File: src/rtl/cacheline_adaptor.sv
// Bridges the cache's 256-bit line port to a narrow burst-memory bus.
// A line read or write becomes 256/BEAT_W ascending beats, then one pmem_resp pulse.
module cacheline_adaptor #(
    parameter int BEAT_W = 64
) (
    input  logic              clk,
    input  logic              rst,
    input  logic              pmem_read,
    input  logic              pmem_write,
    input  logic [31:0]       pmem_address,
    input  logic [255:0]      pmem_wdata,
    output logic [255:0]      pmem_rdata,
    output logic              pmem_resp,
    output logic [31:0]       bmem_address,
    output logic              bmem_read,
    output logic              bmem_write,
    output logic [BEAT_W-1:0] bmem_wdata,
    input  logic [BEAT_W-1:0] bmem_rdata,
    input  logic              bmem_resp
);
    localparam int BEATS = 256 / BEAT_W;
    localparam int CW    = $clog2(BEATS);

    typedef enum logic [1:0] {IDLE, READ, WRITE, DONE} state_t;

    state_t                         r_state, w_next;
    logic [CW-1:0]                  r_cnt;
    logic [26:0]                    r_line_addr;
    logic [BEATS-1:0][BEAT_W-1:0]   r_wline, r_abuf, r_rdata, w_asm;
    logic                           w_last;
    logic                           w_unused;

    assign w_last   = (r_cnt == CW'(BEATS - 1));
    assign w_unused = ^pmem_address[4:0];

    always_ff @(posedge clk or posedge rst) begin
        if (rst) r_state <= IDLE;
        else     r_state <= w_next;
    end

    always_comb begin
        w_next = r_state;
        case (r_state)
            IDLE: begin
                if (pmem_write)     w_next = WRITE;
                else if (pmem_read) w_next = READ;
            end
            READ:    if (bmem_resp && w_last) w_next = DONE;
            WRITE:   if (bmem_resp && w_last) w_next = DONE;
            DONE:    w_next = IDLE;
            default: w_next = IDLE;
        endcase
    end

    // Current beat merged into the assembly buffer; also the committed line on the last beat.
    always_comb begin
        w_asm        = r_abuf;
        w_asm[r_cnt] = bmem_rdata;
    end

    always_ff @(posedge clk or posedge rst) begin
        if (rst) begin
            r_cnt       <= '0;
            r_line_addr <= '0;
            r_wline     <= '0;
            r_abuf      <= '0;
            r_rdata     <= '0;
        end else begin
            case (r_state)
                IDLE: begin
                    if (pmem_write || pmem_read) begin
                        r_line_addr <= pmem_address[31:5];
                        r_cnt       <= '0;
                    end
                    if (pmem_write) r_wline <= pmem_wdata;
                end
                READ: begin
                    if (bmem_resp) begin
                        r_abuf <= w_asm;
                        r_cnt  <= r_cnt + 1'b1;
                        if (w_last) r_rdata <= w_asm;
                    end
                end
                WRITE: begin
                    if (bmem_resp) r_cnt <= r_cnt + 1'b1;
                end
                default: ;
            endcase
        end
    end

    assign pmem_rdata   = r_rdata;
    assign pmem_resp    = (r_state == DONE);
    assign bmem_read    = (r_state == READ);
    assign bmem_write   = (r_state == WRITE);
    assign bmem_address = {r_line_addr, 5'b0};
    assign bmem_wdata   = r_wline[r_cnt];
endmodule
File: config.mk
export PLATFORM = sky130hd
export DESIGN_NAME = cacheline_adaptor
export DESIGN_NICKNAME = d
export VERILOG_FILES = /design/src/rtl/cacheline_adaptor.sv
export SDC_FILE = /design/constraint.sdc
export NUM_CORES = 2
export LEC_CHECK = 0
export CAP_MARGIN = 25
export CORE_UTILIZATION = 35
export DETAILED_ROUTE_END_ITERATION = 7
export HOLD_SLACK_MARGIN = 0.03
export SYNTH_ARGS = -nofsm -noshare
export SYNTH_HDL_FRONTEND = slang
export SYNTH_SLANG_ARGS = --single-unit
File: constraint.sdc
create_clock -name clk -period 51.8 [get_ports clk]
set_input_delay 15.54 -clock clk [delete_from_list [all_inputs] [get_ports clk]]
set_output_delay 15.54 -clock clk [all_outputs]
set_load 0.005 [all_outputs]
==> qor.txt <==
Number of synthesized flops with an enable pin -> 0
CP Capture Type -> primary output
Synth async-reset ratio -> 1.00
Worst Skew -> 0.0360 ns
Most frequent cells in the layout -> dfrtp_1 (733), clkdlybuf4s50_1 (701), mux2_2 (475)
First-pass GRT wire length -> 128000 um
Worst-Margin Slew -> 1.17 ns
Cell area power density -> 59.4 nW/um^2
First-pass DRT Iterations -> 5
Syn avg cell area -> 13.9 um^2
Clock network latency to the later pin of the worst-skew pair -> 0.62 ns
Met2 usage -> 0.305
Max-Cap Viols -> 0
Final nets -> 3258
Synth cell types -> 19
Max Fanout on Critical Path -> 40
GRT Total Usage -> 0.185
CTS tree -> yes
Share of cells above drive strength 1 -> 0.238
Initial Util -> 0.354
Met3 Resource Use GR -> 0.0622
Io pins -> 712
RSZ-0062 raised after global routing -> false
Post-CTS resize count -> 0
Mapped cell area -> 30800 um^2
Leakage -> 17.9 nW
Most common cell after layout, fill and taps aside -> dfrtp_1
WL final -> 83200 um
Detailed placer's ending HPWL -> 55800 um
Die Ht -> 299 um
DRT iter0 DRCs -> 989
Synth-to-layout area growth -> 34.4%
GRT overflow -> 0
Final ANT Viol Nets -> 0
Clock Pin Slew Worst Setup and Hold Paths -> 0.06 ns
Die area -> 89300 um^2
Final Hold Viols -> 0
Max Clock Freq -> 52.6 MHz
Largest net degree at the start of global routing -> 184
Count of input and output buffers -> 701
Num rows -> 108
Startpoint class of the critical path -> register
Die X -> 299 um
Period utilisation layout -> 0.367
Hold Crit Start -> pmem_rdata[193]
Dominant synthesized flop cell -> dfrtp_1
Worst hold path type -> register to register
Clk Tree Root Cell -> clkbuf_16
Crit Path Category -> register to primary output
CTS buffer count -> 83
Mapped Cells -> 2226
Pins Over Slew Limit -> 0
Hold-fix buffers at CTS -> 0
Critical path arrival -> 3.48 ns
Max clock buf depth -> 3
Min cycle time layout -> 19.02 ns
Core area -> 87000 um^2
Met1 Usage GRT -> 0.228
Final setup viols -> 0
Crit path launch -> r_cnt[0]
CTS Sinks -> 735
Number of synthesized register bits -> 735
Status -> finished, final reports clean
# Post-CTS Setup Buffers -> 0
Vias -> 19900
Max-Slew Margin vs Limit -> 0.217
Vias in the first global route -> 21200
Tightest hold margin -> 0.472 ns
DRC -> 0
Initial antenna violation count -> 13
Vias/cell -> 4.83
Fin Setup TNS -> 0 ns
H-Tree Depth -> 3
Peak supply drop -> 0.0292 mV
Final GP Congestion -> 0.837
Required @ worst endpoint -> 36.26 ns
Worst r2r src -> r_cnt[0]
Ys Warns -> 0
GR peak layer -> met2
WL per Instance -> 20.2 um
Sequential fraction of the synthesis area -> 0.596
[final timing paths]
kind | end | slack (ns) | depth (start not counted)
max in group asynchronous | pmem_rdata[120] | 33.47 | 5
min in group asynchronous | r_wline[169] | 15.40 | 2
min | pmem_rdata[193] | 0.47 | 2
max reg2reg | pmem_rdata[89] | 47.44 | 6
min reg2reg | pmem_rdata[193] | 0.47 | 2
max | bmem_wdata[6] | 32.78 | 3
[worst max-delay path: stages (launching register included)]
cell and delay (ns):
dfrtp_4 0.85, buf_4 0.79, mux4_2 0.64, clkdlybuf4s50_1 0.51
[metrics by stage]
step	setup slack [ns]	util	total power [mW]	std cells	cell area [um^2]
finish	32.78	0.476	2.46	4116	41500
detailed placement	32.12	0.443	1.89	3959	38600
global placement	32.20	0.443	1.86	3958	38600
CTS	32.57	0.475	2.50	4109	41400
global route	32.46	0.476	2.61	4115	41400
floorplan	15.64	-	1.46	2230	30900
[cell usage after synthesis (4+ instances only)]
| cell | number | area [um^2] |
|---|---|---|
| buf_2 | 53 | 265 |
| buf_4 | 26 | 195 |
| buf_6 | 43 | 484 |
| clkbuf_1 | 26 | 97.6 |
| dfrtp_1 | 735 | 18400 |
| ha_1 | 9 | 113 |
| inv_1 | 6 | 22.5 |
| mux2_2 | 475 | 5350 |
| mux2i_1 | 197 | 1970 |
| mux4_2 | 64 | 1440 |
| nand2_1 | 389 | 1460 |
| nand3_2 | 4 | 40.0 |
| o21ai_0 | 193 | 966 |
[where the power goes]
part	switching [mW]	internal, mW	total [mW]
Combinational	0.341	0.558	0.899
Clock	0.242	0.352	0.594
Sequential	0.137	0.831	0.968
[sequential cells by signal (all words and copies together) (netlist names)]
| register | cells |
|---|---|
| pmem_rdata | 256 |
| r_wline | 256 |
| r_abuf | 192 |
| r_line_addr | 27 |
| r_cnt | 2 |
| r_state | 2 |
[metal layers]
metal | up-vias | wire (um)
li1 | 9107 | -
met1 | 9999 | 33800
met2 | 616 | 40000
met3 | 138 | 7040
met4 | 16 | 2260
met5 | - | 101
[logic make-up after synthesis]
| kind of cell | Yosys count | synth area share |
|---|---|---|
| mux | 736 | 0.284 |
| fa+ha+maj | 9 | 0.00365 |
| flops | 735 | 0.596 |
| compound gates | 196 | 0.0321 |
| buf+inv | 154 | 0.0345 |
| simple gates | 395 | 0.0490 |
| other cells | 1 | 0.000122 |
[area by class of cell]
type / count / area [um^2]
Antenna cell: 4 / 10.0
Clock buffer: 124 / 2430
Clock inverter: 26 / 348
Fill cell: 7739 / 45600
Inverter: 6 / 30.0
Multi-Input combinational cell: 1341 / 11500
Sequential cell: 735 / 18400
Tap cell: 1155 / 1450
Timing Repair Buffer: 725 / 7310
No activity file was read; power rests on OpenSTA's default activity.
==> RTL edit 1 (config.mk and constraints unchanged) <==
Encoding of `state_t`: now one-hot (4 bits for 4 states).
--- a/src/rtl/cacheline_adaptor.sv
+++ b/src/rtl/cacheline_adaptor.sv
@@ -21,7 +21,7 @@
     localparam int BEATS = 256 / BEAT_W;
     localparam int CW    = $clog2(BEATS);
 
-    typedef enum logic [1:0] {IDLE, READ, WRITE, DONE} state_t;
+    typedef enum logic [3:0] {IDLE = 4'b0001, READ = 4'b0010, WRITE = 4'b0100, DONE = 4'b1000} state_t;
 
     state_t                         r_state, w_next;
     logic [CW-1:0]                  r_cnt;
Function: same outputs for any inputs over 4 cycles, from zero or initial values and one cycle with rst high; so few cycles prove little.
==> RTL edit 1 against the unedited design <==
Total power decreased by 12%. Worst setup slack better by 0.0049 ns. Sequential cell count is 2 higher. Critical path type is now input pin to flop. Synthesized area decreased by 0.82%. Via count fell by 2.7%. Routed wire length is 0.77% lower. Core utilization rose by 0.34 points. Cell area up 0.25%.
==> RTL edit 1: results (changes against the unedited design) <==
[placement]
place_inst=3837  ; -3.1%
place_congestion=0.839  ; +0.25%

[routing]
wl_per_cell_um=20.7  ; +2.2%
drtPass1Iterations=7  ; +2
route.met3.wl_um=6570  ; -6.7%
wirelength_um=82600  ; -0.77%
wl_met1_um=32500  ; -4.0%
vias=19300  ; -2.7%
wl_met2_um=41000  ; +2.6%

[worst_setup_path]
startpoint=bmem_resp
critPathMaxStageDelay_ns=0.89  ; +0.04 ns
critPathMaxFanout=110  ; +180%
arrival_ns=19.51  ; +16.03 ns
crit_type=input pin to flop
r2r_setup_slack_ns=47.15  ; -0.29 ns
crit_slowest_cell=buf_4

[power_and_ir_drop]
p_seq_w=0.000859  ; -11%
p_leak_nw=18.1  ; +0.72%
peakVddDrop_mv=0.0342  ; +17%
p_comb_w=0.000712  ; -21%
p_sw_w=0.000613  ; -15%

[grt]
use_met1_pct=21.9  ; -0.88 points
grt_pass1_vias=20500  ; -3.2%
track_usage_pct=18.5  ; +0.057 points
grt_pass1_wl_um=126000  ; -1.3%
antenna_found_initial=18  ; +5

[timing]
fin_hold_ws_ns=0.478  ; +0.00545 ns

[yosys]
ys_seq_area_share_pct=60.3  ; +0.66 points
netlist_top_cells_count=dfrtp_1, mux2_2, o21ai_0, nand2_1, mux2i_1
avgSynthCellArea_um2=14.6  ; +5.3%
ys_types=34  ; +15

[worst_hold_path]
hold_end=pmem_rdata[98]

[outcome]
status=complete, no violations

## RTL edit 1: cells by family (layout without fill, tap and decap cells)
logic type	Yosys count	count (layout)	share of synthesized area, %
compound gates	201	201	3.35
simple gates	213	213	2.90
mux	795	795	30.8
buf+inv	145	881	2.43
fa+ha+maj	4	4	0.164
flops	737	737	60.3
other cells	1	12	0.0123
## RTL edit 1: metrics by stage
stage / area (um^2) / setup WS [ns] / utilization [%] / total power (W)
floorplan: 30600 / 15.58 / - / 0.00129
global placement: 38600 / 31.99 / 44.6 / 0.00156
detailed placement: 38700 / 32.13 / 44.7 / 0.00159
CTS: 41500 / 32.62 / 47.9 / 0.00220
global route: 41600 / 32.43 / 48.0 / 0.00229
finish: 41600 / 32.78 / 48.0 / 0.00217
## RTL edit 1: final cells by class
cell class	instances	area [um^2]
fillers	7572	45100
well taps	1155	1450
multi-input cells	1218	11500
flip-flops and latches	737	18500
repair buffers	723	7320
clock buffers	124	2410
clock inverters	28	392
inverters	6	30.0
diodes	7	17.5
==> RTL edit 2 (same settings) <==
Made on the original files. Set the parameter `BEAT_W` to 32 (it was 64).
--- a/src/rtl/cacheline_adaptor.sv
+++ b/src/rtl/cacheline_adaptor.sv
@@ -1,7 +1,7 @@
 // Bridges the cache's 256-bit line port to a narrow burst-memory bus.
 // A line read or write becomes 256/BEAT_W ascending beats, then one pmem_resp pulse.
 module cacheline_adaptor #(
-    parameter int BEAT_W = 64
+    parameter int BEAT_W = 32
 ) (
     input  logic              clk,
     input  logic              rst,
Ports: changed (resized bmem_rdata and bmem_wdata); port bits go from 712 to 648. The function was not compared with the original's and may differ.
==> RTL edit 2 against the unedited design <==
Synthesized cell count up 23%. First-iteration DRC count up 69%. Routed wire length up 22%. Clock skew down 0.014 ns. Cell area up 6.7%. Worst setup slack worse by 0.71 ns. Total power up 1.2%. Via count up 17%. Sequential cell count up 65. Register-to-register slack worse by 0.10 ns. Synthesized area up 10%. Largest power group unchanged.
==> RTL edit 2: results (changes against the unedited design) <==
[placement]
dpl.hpwl_um=67600  ; +21%
port_buffers=637  ; -9.1%
preCtsSetupSlack_ns=31.95  ; -0.172 ns
place_congestion=0.759  ; -9.3%

[routing]
drt_iter0_markers=1671  ; +69%
route.met3.wl_um=8880  ; +26%
wl_met1_um=42200  ; +25%
viasPerCell=5.00  ; +3.6%
wl_met2_um=48300  ; +21%
drtPass1Iterations=5  ; unchanged
wirelength_um=102000  ; +22%

[worst_setup_path]
critPathMaxFanout=33  ; -18%
cp_top_family=buffers and inverters
worstReg2RegStart=r_state[0]
critPathMaxStageDelay_ns=0.73  ; -0.12 ns
startpoint=r_cnt[1]
crit_path_end=bmem_wdata[10]
reg2reg_depth=7  ; +1
endpoint_kind=output port
crit_slowest_cell=dfrtp_4
arrival_ns=4.20  ; +0.72 ns
reg2reg_to=r_wline[42]
r2r_setup_slack_ns=47.34  ; -0.10 ns

[grt]
use_met1_pct=26.1  ; +3.3 points
grt_start_max_net_pins=228  ; +24%
grt_pass1_vias=23500  ; +11%
grt_pass1_wl_um=153000  ; +20%
track_usage_pct=20.7  ; +2.2 points
use_met2_pct=33.5  ; +2.9 points
met3_usage_pct=7.42  ; +1.2 points
antenna_found_initial=16  ; +3

[power_and_ir_drop]
sw_frac_of_total_pct=30.4  ; +1.1 points
peakVddDrop_mv=0.0338  ; +16%
p_clk_share_pct=25.3  ; +1.2 points
p_leak_nw=18.8  ; +4.6%
pg_clk_w=0.000630  ; +6.1%
seqPwrFrac_pct=40.6  ; +1.3 points

[yosys]
ys_seq_area_share_pct=58.9  ; -0.70 points
synth_adder_area_share_pct=0.258  ; -0.11 points
synth_xor_area_share_pct=0  ; unchanged
synth-compound-area-share_pct=4.82  ; +1.6 points
yosys-top-cells-area=dfrtp_1, mux2_2, nand2_1
muxShareOfSynthArea_pct=23.4  ; -5.1 points
netlist_top_cells_count=dfrtp_1, mux2_2, nand2_1, nor2_1, a31oi_1
ys_types=32  ; +13

[clock_tree]
cts_resized=0  ; unchanged
insertion_delay_ns=0.65  ; +0.03 ns
post_cts_buffers=0  ; unchanged
cts-buffers-inserted=91  ; +9.6%
holdBufCountCts=0  ; unchanged
clk_pin_slew_worst_paths_ns=0.06  ; about the same

[outcome]
status=complete, no violations

[cells_and_area]
nets=3628  ; +11%
drive_above_1_share_pct=24.3  ; +0.50 points

[timing]
clock_skew_ns=0.0216  ; -0.0144 ns
finalCritPeriodShare_pct=38.1  ; +1.4 points
slew_headroom_pct=29.9  ; +8.2 points

[worst_hold_path]
hold_depth=1  ; -1

-- RTL edit 2: cell types whose count changed in the layout (fill, tap and decap cells not counted), moves of 75 or more --
cell,change
o21ai_0,-192
nand2_1,+129
mux2i_1,-192
nor2_1,+256
mux2_2,+75
a31oi_1,+256
-- RTL edit 2: how the worst min path moves through the flow --
stage                      startpoint          end  slack [ns]
after floorplan             r_abuf[0]    r_abuf[0]        0.46
after global placement     r_abuf[29]   r_abuf[29]        0.47
after detailed placement  r_abuf[181]  r_abuf[181]        0.47
after CTS                 r_abuf[181]  r_abuf[181]        0.49
after global routing       r_abuf[16]   r_abuf[16]        0.50
final                      r_abuf[24]   r_abuf[24]        0.48
-- RTL edit 2: logic make-up (layout without fill, tap and decap cells) --
| logic type | after synthesis | in the layout |
|---|---|---|
| buf+inv | 234 | 843 |
| fa+ha+maj | 7 | 7 |
| flops | 800 | 800 |
| compound gates | 260 | 260 |
| simple gates | 805 | 805 |
| mux | 641 | 641 |
| other cells | 1 | 11 |
-- RTL edit 2: cell type report --
| class | count | area (um^2) |
|---|---|---|
| fillers | 8842 | 51400 |
| flip-flops and latches | 800 | 20000 |
| multi-input cells | 1718 | 12900 |
| repair buffers | 679 | 6770 |
| clock buffers | 130 | 2580 |
| well taps | 1265 | 1580 |
| clock inverters | 28 | 297 |
| inverters | 6 | 30.0 |
| diodes | 6 | 15.0 |
-- RTL edit 2: metrics by stage --
| step | instances | instance area, um^2 |
|---|---|---|
| 2_1_floorplan | 2752 | 34000 |
| 3_3_place_gp | 4465 | 41300 |
| 3_5_place_dp | 4466 | 41300 |
| 4_1_cts | 4624 | 44200 |
| 5_1_grt | 4628 | 44200 |
| 6_report | 4632 | 44200 |
